--- config.mk ---
export PLATFORM = sky130hd
export DESIGN_NAME = exception_sequencer_flat
export DESIGN_NICKNAME = d
export VERILOG_FILES = /design/src/rtl/exception_sequencer_if.sv /design/src/rtl/exception_sequencer.sv /design/src/flat_wrapper.sv
export SDC_FILE = /design/constraint.sdc
export NUM_CORES = 1
export LEC_CHECK = 0
export CORE_MARGIN = 5
export CORE_UTILIZATION = 46
export DETAILED_ROUTE_END_ITERATION = 10
export PLACE_DENSITY = 0.86
export SYNTH_ARGS = -nofsm -noshare
export SYNTH_HDL_FRONTEND = slang
export SYNTH_SLANG_ARGS = --single-unit
--- constraint.sdc ---
create_clock -name clk -period 8.85 [get_ports clk]
set_clock_uncertainty 0.1 [all_clocks]
set_input_delay 2.2125 -clock clk [delete_from_list [all_inputs] [get_ports clk]]
set_output_delay 2.2125 -clock clk [all_outputs]
set_load 0.005 [all_outputs]
--- src/rtl/exception_sequencer_if.sv ---
// Handshake and status bundle between the exception sequencer and the
// address-generation, memory-arbiter and fetch stages.
interface exception_sequencer_if;
  logic [2:0]  fault_valid;
  logic [31:0] fault_eip;
  logic [15:0] cur_cs;
  logic [31:0] cur_eflags;
  logic [31:0] cur_esp;
  logic        flush;
  logic        busy;
  logic        push_valid;
  logic        push_ready;
  logic        push_error;
  logic [31:0] push_addr;
  logic [31:0] push_data;
  logic        idt_rd_valid;
  logic        idt_rd_ready;
  logic [31:0] idt_rd_addr;
  logic        idt_rd_data_valid;
  logic [63:0] idt_rd_data;
  logic        redirect_valid;
  logic [31:0] redirect_eip;
  logic [15:0] redirect_cs;
  logic        esp_wr_valid;
  logic [31:0] esp_wr_data;
  logic        clr_if;
  logic        shutdown;

  modport master (
    input  fault_valid, fault_eip, cur_cs, cur_eflags, cur_esp,
    input  push_ready, push_error, idt_rd_ready, idt_rd_data_valid, idt_rd_data,
    output flush, busy, push_valid, push_addr, push_data, idt_rd_valid, idt_rd_addr,
    output redirect_valid, redirect_eip, redirect_cs, esp_wr_valid, esp_wr_data,
    output clr_if, shutdown
  );

  modport slave (
    output fault_valid, fault_eip, cur_cs, cur_eflags, cur_esp,
    output push_ready, push_error, idt_rd_ready, idt_rd_data_valid, idt_rd_data,
    input  flush, busy, push_valid, push_addr, push_data, idt_rd_valid, idt_rd_addr,
    input  redirect_valid, redirect_eip, redirect_cs, esp_wr_valid, esp_wr_data,
    input  clr_if, shutdown
  );
endinterface

--- src/rtl/exception_sequencer.sv ---
// Limit-fault exception delivery: latch fault, flush, push EFLAGS/CS/EIP,
// fetch the IDT gate and redirect fetch; a push fault locks into shutdown.
module exception_sequencer #(
  parameter logic [31:0] IDT_BASE  = 32'h0000_0000,
  parameter logic [7:0]  GP_VECTOR = 8'd13,
  parameter logic [7:0]  SS_VECTOR = 8'd12
) (
  input logic                   clk,
  input logic                   reset,
  exception_sequencer_if.master bus
);

  typedef enum logic [3:0] {
    StIdle, StFlush, StPushFl, StPushCs, StPushIp,
    StIdtReq, StIdtWait, StRedirect, StShutdown
  } state_e;

  state_e      state_q, state_d;
  logic [31:0] eip_q, eflags_q, esp_q, handler_eip_q;
  logic [15:0] cs_q, handler_cs_q;
  logic [7:0]  vector_q;
  logic        capture, gate_load;

  assign bus.busy         = (state_q != StIdle);
  assign bus.redirect_eip = handler_eip_q;
  assign bus.redirect_cs  = handler_cs_q;

  always_comb begin
    state_d            = state_q;
    capture            = 1'b0;
    gate_load          = 1'b0;
    bus.flush          = 1'b0;
    bus.push_valid     = 1'b0;
    bus.push_addr      = '0;
    bus.push_data      = '0;
    bus.idt_rd_valid   = 1'b0;
    bus.idt_rd_addr    = '0;
    bus.redirect_valid = 1'b0;
    bus.esp_wr_valid   = 1'b0;
    bus.esp_wr_data    = '0;
    bus.clr_if         = 1'b0;
    bus.shutdown       = 1'b0;
    unique case (state_q)
      StIdle: begin
        if (|bus.fault_valid) begin
          capture = 1'b1;
          state_d = StFlush;
        end
      end
      StFlush: begin
        bus.flush = 1'b1;
        state_d   = StPushFl;
      end
      StPushFl: begin
        bus.push_valid = 1'b1;
        bus.push_addr  = esp_q - 32'd4;
        bus.push_data  = eflags_q;
        if (bus.push_ready) state_d = bus.push_error ? StShutdown : StPushCs;
      end
      StPushCs: begin
        bus.push_valid = 1'b1;
        bus.push_addr  = esp_q - 32'd8;
        bus.push_data  = {16'h0000, cs_q};
        if (bus.push_ready) state_d = bus.push_error ? StShutdown : StPushIp;
      end
      StPushIp: begin
        bus.push_valid = 1'b1;
        bus.push_addr  = esp_q - 32'd12;
        bus.push_data  = eip_q;
        if (bus.push_ready) state_d = bus.push_error ? StShutdown : StIdtReq;
      end
      StIdtReq: begin
        bus.idt_rd_valid = 1'b1;
        bus.idt_rd_addr  = IDT_BASE + {21'b0, vector_q, 3'b000};
        if (bus.idt_rd_ready) state_d = StIdtWait;
      end
      StIdtWait: begin
        if (bus.idt_rd_data_valid) begin
          gate_load = 1'b1;
          state_d   = StRedirect;
        end
      end
      StRedirect: begin
        bus.redirect_valid = 1'b1;
        bus.esp_wr_valid   = 1'b1;
        bus.esp_wr_data    = esp_q - 32'd12;
        bus.clr_if         = 1'b1;
        state_d            = StIdle;
      end
      StShutdown: begin
        bus.shutdown = 1'b1;
      end
      default: state_d = StIdle;
    endcase
  end

  always_ff @(posedge clk) begin
    if (reset) begin
      state_q       <= StIdle;
      eip_q         <= '0;
      eflags_q      <= '0;
      esp_q         <= '0;
      cs_q          <= '0;
      vector_q      <= '0;
      handler_eip_q <= '0;
      handler_cs_q  <= '0;
    end else begin
      state_q <= state_d;
      if (capture) begin
        eip_q    <= bus.fault_eip;
        eflags_q <= bus.cur_eflags;
        esp_q    <= bus.cur_esp;
        cs_q     <= bus.cur_cs;
        // Operand checkers outrank the stack checker.
        vector_q <= (|bus.fault_valid[1:0]) ? GP_VECTOR : SS_VECTOR;
      end
      if (gate_load) begin
        handler_eip_q <= {bus.idt_rd_data[63:48], bus.idt_rd_data[15:0]};
        handler_cs_q  <= bus.idt_rd_data[31:16];
      end
    end
  end

endmodule

--- src/flat_wrapper.sv ---
// flat-port wrapper written by rule: the top's interface ports become plain ports
module exception_sequencer_flat 
#(
  parameter logic [31:0] IDT_BASE  = 32'h0000_0000,
  parameter logic [7:0]  GP_VECTOR = 8'd13,
  parameter logic [7:0]  SS_VECTOR = 8'd12
)
  (clk, reset, bus_fault_valid, bus_fault_eip, bus_cur_cs, bus_cur_eflags, bus_cur_esp, bus_push_ready, bus_push_error, bus_idt_rd_ready, bus_idt_rd_data_valid, bus_idt_rd_data, bus_flush, bus_busy, bus_push_valid, bus_push_addr, bus_push_data, bus_idt_rd_valid, bus_idt_rd_addr, bus_redirect_valid, bus_redirect_eip, bus_redirect_cs, bus_esp_wr_valid, bus_esp_wr_data, bus_clr_if, bus_shutdown);
  exception_sequencer_if bus_i ();
  input logic clk;
  input logic reset;
  input wire logic [$bits(bus_i.fault_valid)-1:0] bus_fault_valid;
  input wire logic [$bits(bus_i.fault_eip)-1:0] bus_fault_eip;
  input wire logic [$bits(bus_i.cur_cs)-1:0] bus_cur_cs;
  input wire logic [$bits(bus_i.cur_eflags)-1:0] bus_cur_eflags;
  input wire logic [$bits(bus_i.cur_esp)-1:0] bus_cur_esp;
  input wire logic [$bits(bus_i.push_ready)-1:0] bus_push_ready;
  input wire logic [$bits(bus_i.push_error)-1:0] bus_push_error;
  input wire logic [$bits(bus_i.idt_rd_ready)-1:0] bus_idt_rd_ready;
  input wire logic [$bits(bus_i.idt_rd_data_valid)-1:0] bus_idt_rd_data_valid;
  input wire logic [$bits(bus_i.idt_rd_data)-1:0] bus_idt_rd_data;
  output wire logic [$bits(bus_i.flush)-1:0] bus_flush;
  output wire logic [$bits(bus_i.busy)-1:0] bus_busy;
  output wire logic [$bits(bus_i.push_valid)-1:0] bus_push_valid;
  output wire logic [$bits(bus_i.push_addr)-1:0] bus_push_addr;
  output wire logic [$bits(bus_i.push_data)-1:0] bus_push_data;
  output wire logic [$bits(bus_i.idt_rd_valid)-1:0] bus_idt_rd_valid;
  output wire logic [$bits(bus_i.idt_rd_addr)-1:0] bus_idt_rd_addr;
  output wire logic [$bits(bus_i.redirect_valid)-1:0] bus_redirect_valid;
  output wire logic [$bits(bus_i.redirect_eip)-1:0] bus_redirect_eip;
  output wire logic [$bits(bus_i.redirect_cs)-1:0] bus_redirect_cs;
  output wire logic [$bits(bus_i.esp_wr_valid)-1:0] bus_esp_wr_valid;
  output wire logic [$bits(bus_i.esp_wr_data)-1:0] bus_esp_wr_data;
  output wire logic [$bits(bus_i.clr_if)-1:0] bus_clr_if;
  output wire logic [$bits(bus_i.shutdown)-1:0] bus_shutdown;
  assign bus_i.fault_valid = bus_fault_valid;
  assign bus_i.fault_eip = bus_fault_eip;
  assign bus_i.cur_cs = bus_cur_cs;
  assign bus_i.cur_eflags = bus_cur_eflags;
  assign bus_i.cur_esp = bus_cur_esp;
  assign bus_i.push_ready = bus_push_ready;
  assign bus_i.push_error = bus_push_error;
  assign bus_i.idt_rd_ready = bus_idt_rd_ready;
  assign bus_i.idt_rd_data_valid = bus_idt_rd_data_valid;
  assign bus_i.idt_rd_data = bus_idt_rd_data;
  assign bus_flush = bus_i.flush;
  assign bus_busy = bus_i.busy;
  assign bus_push_valid = bus_i.push_valid;
  assign bus_push_addr = bus_i.push_addr;
  assign bus_push_data = bus_i.push_data;
  assign bus_idt_rd_valid = bus_i.idt_rd_valid;
  assign bus_idt_rd_addr = bus_i.idt_rd_addr;
  assign bus_redirect_valid = bus_i.redirect_valid;
  assign bus_redirect_eip = bus_i.redirect_eip;
  assign bus_redirect_cs = bus_i.redirect_cs;
  assign bus_esp_wr_valid = bus_i.esp_wr_valid;
  assign bus_esp_wr_data = bus_i.esp_wr_data;
  assign bus_clr_if = bus_i.clr_if;
  assign bus_shutdown = bus_i.shutdown;
  exception_sequencer #(.IDT_BASE(IDT_BASE), .GP_VECTOR(GP_VECTOR), .SS_VECTOR(SS_VECTOR)) u_core (.clk(clk), .reset(reset), .bus(bus_i));
endmodule
==> metrics <==
Mean Syn Cell Area=7.203 sq um; Die W=146.8 um; placed cell area=0.01169 sq mm; clock root buffer master=clkbuf_16; Slowest cell on crit path=dfxtp_1; WHS=0.3533 ns; Slew HR=30.16%; post-CTS setup buffers=0; Leak=4.490 nW; # nets final=1634; Cells after Synth=1195; WS Path Type=flip-flop to output pin; worst reg2reg path depth=7; endpoints failing setup=0; Worst Hold End=u_core.eip_q[16]$_SDFFE_PP0P_; GP Congestion=0.9271; PortBufs=323; fin crit share=68.83%; DRC violations left=0; post-route insts no fill=1694; post-synthesis adder-cell area fraction=0.5815%; Total Wirelength=29920 um; Core Util, Final=66.14%; ys async rst share=0%; Detail Route Antenna Nets=0; Via density=5.448; pre-CTS worst setup slack=3.351 ns; element type at the critical path start=flip-flop; worst hold stages=2; CTS H-tree lvls=4; Slew Viols, Final=0; first-pass GRT wire length=45640 um; post-DP HPWL=21530 um; post-synthesis compound-gate area fraction=21.19%; number of gates resized after CTS=0; vias in the first global route=8648; IO Pins=369; worst-margin pin slew=1.048 ns; total CTS buffers=17; clock-pin slew on the worst setup and hold paths=0.07 ns; Tot Pwr=3.160 mW; total global-route track usage=26.04%; PwrDens=257.1 mW/mm^2; YS warnings=0; Core Box Area=0.01858 sq mm; min Tclk post-route=6.091 ns; die height=146.8 um; Crit. path cell count=8; simple-gate area share of the yosys netlist=26.75%; Starting Density=46.32%; reg2reg end=u_core.eflags_q[5]$_SDFFE_PP0P_; Hold-fix buffers, CTS=0; clock latency on the worst-skew pair=0.42 ns; initial antenna violation count=2; largest net degree at the start of global routing=102; Die Footprint=0.02155 sq mm; clk sinks=166; worst min-delay path class=flip-flop to flip-flop; TritonCTS clock tree=yes; layout cells sized above 1=4.733%; Yosys cell types=61; drt first pass iters=5; Post-synth EDFFs=0; #FFs+latches synth=166; clock buffer depth=2; mapped cell area=0.008607 sq mm; Post-Synth XOR/XNOR Area=2.747%; r2r startpoint=u_core.state_q[0]$_SDFFE_PP0P_; required time worst endpoint=6.54 ns; post-synthesis sequential area ratio=38.61%; Final Hold Fails=0; maximum vdd drop=178.6 uV; fmax=164.2 MHz; post-route setup TNS=0 ns; R2R setup slack=5.39 ns; critical path cell sequence=inv_1 > ha_1 > a2111oi_4 > nand4_1 > o32ai_1 > a31oi_1 > a21oi_1 > clkdlybuf4s50_1; Hold Path Origin=u_core.eip_q[16]$_SDFFE_PP0P_; Via Count=9229; delay-heaviest family, CP=compound AO/OA/AOI/OAI gates; DRT iter0 DRCs=725; crit path buf inv count=2; critical path arrival=3.78 ns; row cnt=50; GRT overflow=0; maximum fanout along the worst path=12; area grow syn2layout=42.78%; fin area=0.01229 sq mm; routed length per instance=17.66 um; mux cell area share after synthesis=2.093%; setup ws final=2.759 ns; largest family of logic cells by synthesized area=simple AND/OR/NAND/NOR gates; max_cap viols=0; status=finished, final reports clean; Critical Path Max Stage Delay=0.67 ns; Most used DFF post-synth=dfxtp_1; dpl cells=1660; unrepaired setup endpoints after global routing=false; Critical Path Sink Type=output pin
==> logic make-up after synthesis <==
logic type               Yosys count
AO/OA/AOI/OAI                    315
XOR/XNOR                          27
adder cells (fa/ha/maj)            4
buffers and inverters            139
flip-flops                       166
multiplexers                      18
other                              1
AND/OR/NAND/NOR                  525
==> final cells by class <==
class / count / area (sq um)
Fill cell: 1605 / 6291
Multi-Input combinational cell: 918 / 4733
Sequential cell: 166 / 3323
Timing Repair Buffer: 332 / 3298
Clock buffer: 18 / 439.2
Tap cell: 234 / 292.8
Clock inverter: 14 / 160.2
Inverter: 10 / 37.54
Antenna cell: 2 / 5.005
==> worst min-delay path, cell delays in order (launching register included) <==
cell     delay (ns)
dfxtp_1        0.31
nand2_1        0.05
a21oi_1        0.05
==> sequential cells by signal (all words and copies together) (netlist names) <==
register	flops
u_core.state_q	4
u_core.esp_q	32
u_core.bus.redirect_eip	32
u_core.bus.redirect_cs	16
u_core.cs_q	16
u_core.eflags_q	32
u_core.eip_q	32
u_core.vector_q	2
==> placed cells by master, fill, tap and decap left out, types with 3 or more instances in the layout <==
cell type / n
dfxtp_1: 166
nand4_1: 3
nor2_1: 53
conb_1: 29
ha_1: 4
inv_6: 5
a22o_1: 20
nor4_2: 4
o22ai_1: 5
clkbuf_16: 17
nand2_1: 371
o21ai_0: 33
xnor2_1: 9
nand3_1: 10
nand2b_1: 7
mux2i_1: 18
o221ai_1: 5
o21a_1: 3
and3_1: 7
buf_4: 10
or4_1: 12
or2_2: 3
clkdlybuf4s50_1: 322
xor2_1: 18
nor4_1: 9
or3_1: 5
o31ai_1: 3
a21oi_1: 216
nor2b_1: 8
nor3_1: 13
inv_1: 10
a31oi_1: 11
==> Yosys cell counts (all sizes together), types with 3 or more instances <==
cell type | number | area (sq um)
or3 | 5 | 31.28
or2 | 3 | 18.77
nand2 | 371 | 1393
nand3 | 11 | 55.05
xor2 | 18 | 157.7
o21ai | 34 | 170.2
nor4 | 15 | 148.9
o22ai | 5 | 31.28
ha | 4 | 50.05
nor2 | 55 | 209.0
nor3 | 15 | 80.08
mux2i | 18 | 180.2
nand4 | 3 | 18.77
buf | 60 | 390.4
o21a | 3 | 22.52
xnor2 | 9 | 78.83
a21oi | 216 | 1081
nor2b | 8 | 50.05
dfxtp | 166 | 3323
a22o | 22 | 202.7
a31oi | 11 | 68.82
inv | 10 | 37.54
o31ai | 3 | 22.52
o221ai | 5 | 43.79
nor3b | 4 | 40.03
nand2b | 8 | 50.05
and3 | 7 | 43.79
or4 | 13 | 101.4
clkbuf | 69 | 259.0
==> per-layer routing <==
metal	share of wire (%)	global-route usage (%)	vias up
met5	0.043	0	-
met4	2.8	8.749	2
met3	10	8.791	65
met2	50	46.37	457
met1	37	29.11	4229
li1	-	-	4476
==> report_power, final <==
part	internal, mW	total, mW	switching [mW]
sequential	0.891	1.05	0.155
combinational	0.535	1.35	0.816
clock	0.432	0.763	0.332
total	1.86	3.16	1.30
==> worst max path at each step <==
stage	slack, ns	start	endpoint
floorplan	4.10	u_core.esp_q[4]$_SDFFE_PP0P_	bus_esp_wr_data[25]
global placement	3.33	u_core.esp_q[4]$_SDFFE_PP0P_	bus_esp_wr_data[25]
global route	2.58	u_core.esp_q[4]$_SDFFE_PP0P_	bus_esp_wr_data[25]
detailed placement	3.35	u_core.esp_q[4]$_SDFFE_PP0P_	bus_esp_wr_data[25]
finish	2.76	u_core.esp_q[4]$_SDFFE_PP0P_	bus_push_addr[25]
CTS	2.86	u_core.esp_q[4]$_SDFFE_PP0P_	bus_esp_wr_data[25]
(Power assumes the default switching activity.)
==> edit 1 (same settings) <==
Reset style: asynchronous (`reset`), changed in one clocked block.
--- a/src/rtl/exception_sequencer.sv
+++ b/src/rtl/exception_sequencer.sv
@@ -94,7 +94,7 @@
     endcase
   end
 
-  always_ff @(posedge clk) begin
+  always_ff @(posedge clk or posedge reset) begin
     if (reset) begin
       state_q       <= StIdle;
       eip_q         <= '0;
Function: differs if reset is asserted again (counterexample within 4 cycles, from zero or initial values and one cycle with reset high); with reset held inactive, the same outputs for 4 cycles.
==> edit 1 against the original RTL <==
- via count shrank 16%
- setup slack gained 72 ps
- wire length shrank 4.0%
- synthesized area grew 7.9%
- synthesized cell count shrank 29%
- design area grew 6.7%
- hold slack gained 8.3 ps
- sequential cell count is the same
- utilization shrank 0.73 points
- power grew 35%
- critical endpoint is now bus_push_addr[19]
- highest routed layer unchanged
==> edit 1: results (changes against the original RTL) <==
Pwr
  • Sequential power: 1.48 mW (+41%)
  • Leak: 5.18 nW (+15%)
  • Total net switching power: 1.59 mW (+22%)

Synthesis
  • Top cells by count, synth: 166 x dfrtp_1, 158 x mux2_2, 54 x nor2_1
  • Post-Synth Adder-Cell Area: 0.539% (-0.042 points)
  • Yosys cell types: 68 (+11%)
  • Post-Synth XOR/XNOR Area: 3.21% (+0.46 points)
  • Area contributors post-synth: dfrtp_1 45%, mux2_2 19%, a21oi_1 2.8%
  • Compound-cell area share of the yosys netlist: 11.2% (-10 points)
  • Main flop type after synthesis: dfrtp_1

Critical path
  • Slowest-stage cell, CP: a2111oi_4
  • Worst Setup EP: bus_push_addr[19]
  • CP Launch Point: u_core.esp_q[4]
  • Worst R2R Start: u_core.state_q[0]
  • RR Endpoint: u_core.eip_q[21]
  • R2R depth: 6 (-1)

Worst hold path
  • Hold path depth: 1 (-1)
  • Worst hold path startpoint: u_core.vector_q[2]
  • Hold Path End: u_core.vector_q[2]

Placement
  • GPL Wtd Cong: 0.926 (-0.17%)
  • Pre-CTS setup slack: 3300 ps (-49.6 ps)
  • Detailed placement HPWL: 21.6 mm (+0.51%)

STA
  • Final hold slack: 362 ps (+8.27 ps)

Cells and area
  • Fraction of area in multi-input gates: 35.5% (-3.0 points)
  • Multi-input gate count: 610 (-34%)
  • Layout cells sized above 1: 20.4% (+16 points)
  • Fin nets: 1,324 (-19%)
  • Clk tree area frac: 4.66% (-0.22 points)

Route
  • Average routed wire per standard cell: 20.3 um (+15%)
  • Met2 wire length: 14.6 mm (-2.6%)
  • Wire length on met3: 2.86 mm (-5.5%)
  • Via count: 7,784 (-16%)
  • M1 WL: 10.6 mm (-3.2%)

Global routing
  • First-pass GRT wire length: 45.5 mm (-0.24%)
  • Tot GR Track Use: 24.4% (-1.6 points)
  • Met2 GRT Util: 42.6% (-3.8 points)
  • Largest net degree at the start of global routing: 92 (-9.8%)
  • Met3 Track Usage GR: 9.16% (+0.37 points)
  • Antenna violations before repair: 1 (-1)

Run status
  • Status: completed
## edit 1: cell count changes in the layout (fill, tap and decap cells not counted), moves of 7 or more
cell | unedited run | this run
nand2_1 | 371 | 51
dfrtp_1 | 0 | 166
dfxtp_1 | 166 | 0
a21oi_1 | 216 | 52
mux2_2 | 0 | 158
and2_1 | 1 | 10
xnor2_1 | 9 | 17
or4_1 | 12 | 5
## edit 1: cell families after synthesis
family | after synthesis
AND/OR/NAND/NOR | 213
multiplexers | 174
flip-flops | 166
AO/OA/AOI/OAI | 156
buffers and inverters | 106
XOR/XNOR | 34
adder cells (fa/ha/maj) | 4
other | 1
## edit 1: stage by stage
stage	instance area, um^2	std cells	total power [mW]
final	13100	1418	4.25
after CTS	13100	1418	4.28
after global routing	13100	1418	4.52
after floorplan	9390	882	2.62
after global placement	12500	1386	3.43
after detailed placement	12500	1386	3.50
==> edit 2 (same settings) <==
Made on the original files. `GP_VECTOR` is set to 8'd13 in 2 places; all go to 8'd6.
--- a/src/rtl/exception_sequencer.sv
+++ b/src/rtl/exception_sequencer.sv
@@ -2,7 +2,7 @@
 // fetch the IDT gate and redirect fetch; a push fault locks into shutdown.
 module exception_sequencer #(
   parameter logic [31:0] IDT_BASE  = 32'h0000_0000,
-  parameter logic [7:0]  GP_VECTOR = 8'd13,
+  parameter logic [7:0]  GP_VECTOR = 8'd6,
   parameter logic [7:0]  SS_VECTOR = 8'd12
 ) (
   input logic                   clk,
--- a/src/flat_wrapper.sv
+++ b/src/flat_wrapper.sv
@@ -2,7 +2,7 @@
 module exception_sequencer_flat 
 #(
   parameter logic [31:0] IDT_BASE  = 32'h0000_0000,
-  parameter logic [7:0]  GP_VECTOR = 8'd13,
+  parameter logic [7:0]  GP_VECTOR = 8'd6,
   parameter logic [7:0]  SS_VECTOR = 8'd12
 )
   (clk, reset, bus_fault_valid, bus_fault_eip, bus_cur_cs, bus_cur_eflags, bus_cur_esp, bus_push_ready, bus_push_error, bus_idt_rd_ready, bus_idt_rd_data_valid, bus_idt_rd_data, bus_flush, bus_busy, bus_push_valid, bus_push_addr, bus_push_data, bus_idt_rd_valid, bus_idt_rd_addr, bus_redirect_valid, bus_redirect_eip, bus_redirect_cs, bus_esp_wr_valid, bus_esp_wr_data, bus_clr_if, bus_shutdown);
Formal check against the unedited RTL: not equivalent (a bounded check fails within 10 cycles, from zero or initial values and one cycle with reset high).
==> edit 2 against the original RTL <==
- via count is 1.7% higher
- critical path depth did not move
- design area grew 0.65%
- setup slack gained 96 ps
- non-clock buffer count increased by 1
- power up 2.2%
- hold slack improved by 1.0 ps
- register-to-register slack better by 200 ps
- combinational power rose by 4%
- sequential cell count rose by 1
- cell count did not move
- synthesized area grew 1.8%
- wire length about the same
==> edit 2: results (changes against the original RTL) <==
Run status
  • Status: completed

Critical path
  • Worst Setup EP: bus_push_addr[19]
  • R2R depth: 6 (-1)
  • Worst R2R Start: u_core.state_q[0]
  • R2R Setup Slk: 5590 ps (+200 ps)
  • CP max stage delay: 570 ps (-100 ps)
  • Top delay family on crit path: compound AO/OA/AOI/OAI gates
  • RR Endpoint: u_core.cs_q[2]

Global routing
  • Largest net degree at the start of global routing: 92 (-9.8%)
  • Antenna violations before repair: 3 (+1)
  • First-pass GRT wire length: 45.8 mm (+0.27%)
  • Vias in the first global route: 8,743 (+1.1%)
  • Tot GR Track Use: 25.7% (-0.35 points)

Placement
  • Detailed placement HPWL: 21.3 mm (-0.94%)
  • Placed Cells incl. Taps: 1,661 (+0.060%)
  • GPL Wtd Cong: 0.892 (-3.8%)

Clock network
  • Post-cts sizing count: 0 (unchanged)
  • Max Buffers Root-to-Sink: 2 (unchanged)
  • Clock transition at the registers of the reported paths: 70 ps (about the same)

Route
  • Via count: 9,382 (+1.7%)
  • Average routed wire per standard cell: 17.7 um (about the same)
  • Post-Route WL: 29.9 mm (about the same)
  • Iter 0 DRT Violations: 669 (-7.7%)

Cells and area
  • Fin nets: 1,635 (+0.061%)
  • Layout cells sized above 1: 5.21% (+0.48 points)
  • Filler cells: 1,598 (-0.44%)

Synthesis
  • Area contributors post-synth: dfxtp_1 38%, nand2_1 16%, a21oi_1 11%
  • Top cells by count, synth: 362 x nand2_1, 195 x a21oi_1, 167 x dfxtp_1
  • Post-Synthesis Cells: 1,201 (+0.50%)
  • Ys async rst share: 0% (unchanged)
  • Warnings, synthesis: 0 (unchanged)
  • Yosys cell types: 66 (+8.2%)
  • Seq/Total Area, Yosys: 38.1% (-0.47 points)

Pwr
  • Total net switching power: 1.38 mW (+5.7%)
  • Leak: 4.48 nW (-0.20%)
  • Worst VDD drop: 0.000175 V (-1.9%)

STA
  • Relative slew slack: 32.6% (+2.5 points)
-- edit 2: cell count changes after synthesis, moves of 4 or more --
cell,before,now
a211oi_1,0,4
a21oi_1,216,195
and2_1,1,11
and4_1,0,4
nand2_1,371,362
nand4_1,3,7
nor2_1,54,63
nor2b_1,8,3
nor3b_1,2,7
o221ai_1,5,1
or4_1,12,1
-- edit 2: per-stage QoR --
| stage | worst slack, ps | power (mW) | util [%] | hold slack [ps] | area [um^2] |
|---|---|---|---|---|---|
| floorplan | 4270 | 2.05 | - | 332 | 8870 |
| global placement | 3400 | 2.47 | 63.1 | 341 | 11800 |
| global route | 2680 | 3.44 | 66.1 | 369 | 12400 |
| detailed placement | 3400 | 2.50 | 63.1 | 346 | 11800 |
| finish | 2850 | 3.23 | 66.1 | 354 | 12400 |
| CTS | 2920 | 3.23 | 66.1 | 356 | 12400 |
-- edit 2: area by class of cell --
cell class | count | share of cell area (%)
multi-input cells | 919 | 39.0
well taps | 234 | 2.37
inverters | 8 | 0.243
repair buffers | 333 | 26.7
clock buffers | 18 | 3.55
diodes | 1 | 0.0202
flip-flops and latches | 167 | 27.0
clock inverters | 14 | 1.08
-- edit 2: cell families (layout without fill, tap and decap cells) --
group | after synthesis | after routing | synth area share [%]
simple gates | 538 | 538 | 27.8
compound gates | 297 | 297 | 19.8
flops | 167 | 167 | 38.1
buf+inv | 143 | 373 | 8.26
xor+xnor | 30 | 30 | 3.00
mux | 21 | 21 | 2.44
fa+ha+maj | 4 | 4 | 0.571
other cells | 1 | 30 | 0.0428
-- edit 2: layer usage --
metal / track usage (%) / part of all wire (%) / vias to the layer above
met2: 44.6 / 49 / 463
met1: 29.2 / 37 / 4349
met3: 8.28 / 10 / 74
met4: 10.5 / 3.3 / 6
met5: 0 / 0.13 / -
li1: - / - / 4490
-- edit 2: power by group through the flow --
stage | Sequential (mW) | Clock, mW | Combinational [mW]
after detailed placement | 1.11 | 0 | 1.39
after global placement | 1.10 | 0 | 1.36
final | 1.10 | 0.725 | 1.40
after CTS | 1.10 | 0.736 | 1.39
after floorplan | 0.979 | 0 | 1.07
after global routing | 1.12 | 0.772 | 1.54
-- edit 2: worst min-delay path by stage --
stage,depth (start not counted),to,startpoint
2_1_floorplan,2,u_core.vector_q[2],u_core.vector_q[2]
5_1_grt,2,u_core.eflags_q[23],u_core.eflags_q[23]
6_report,2,u_core.bus.redirect_eip[0],u_core.bus.redirect_eip[0]
3_3_place_gp,2,u_core.bus.redirect_eip[8],u_core.bus.redirect_eip[8]
4_1_cts,2,u_core.eflags_q[9],u_core.eflags_q[9]
3_5_place_dp,2,u_core.bus.redirect_eip[15],u_core.bus.redirect_eip[15]
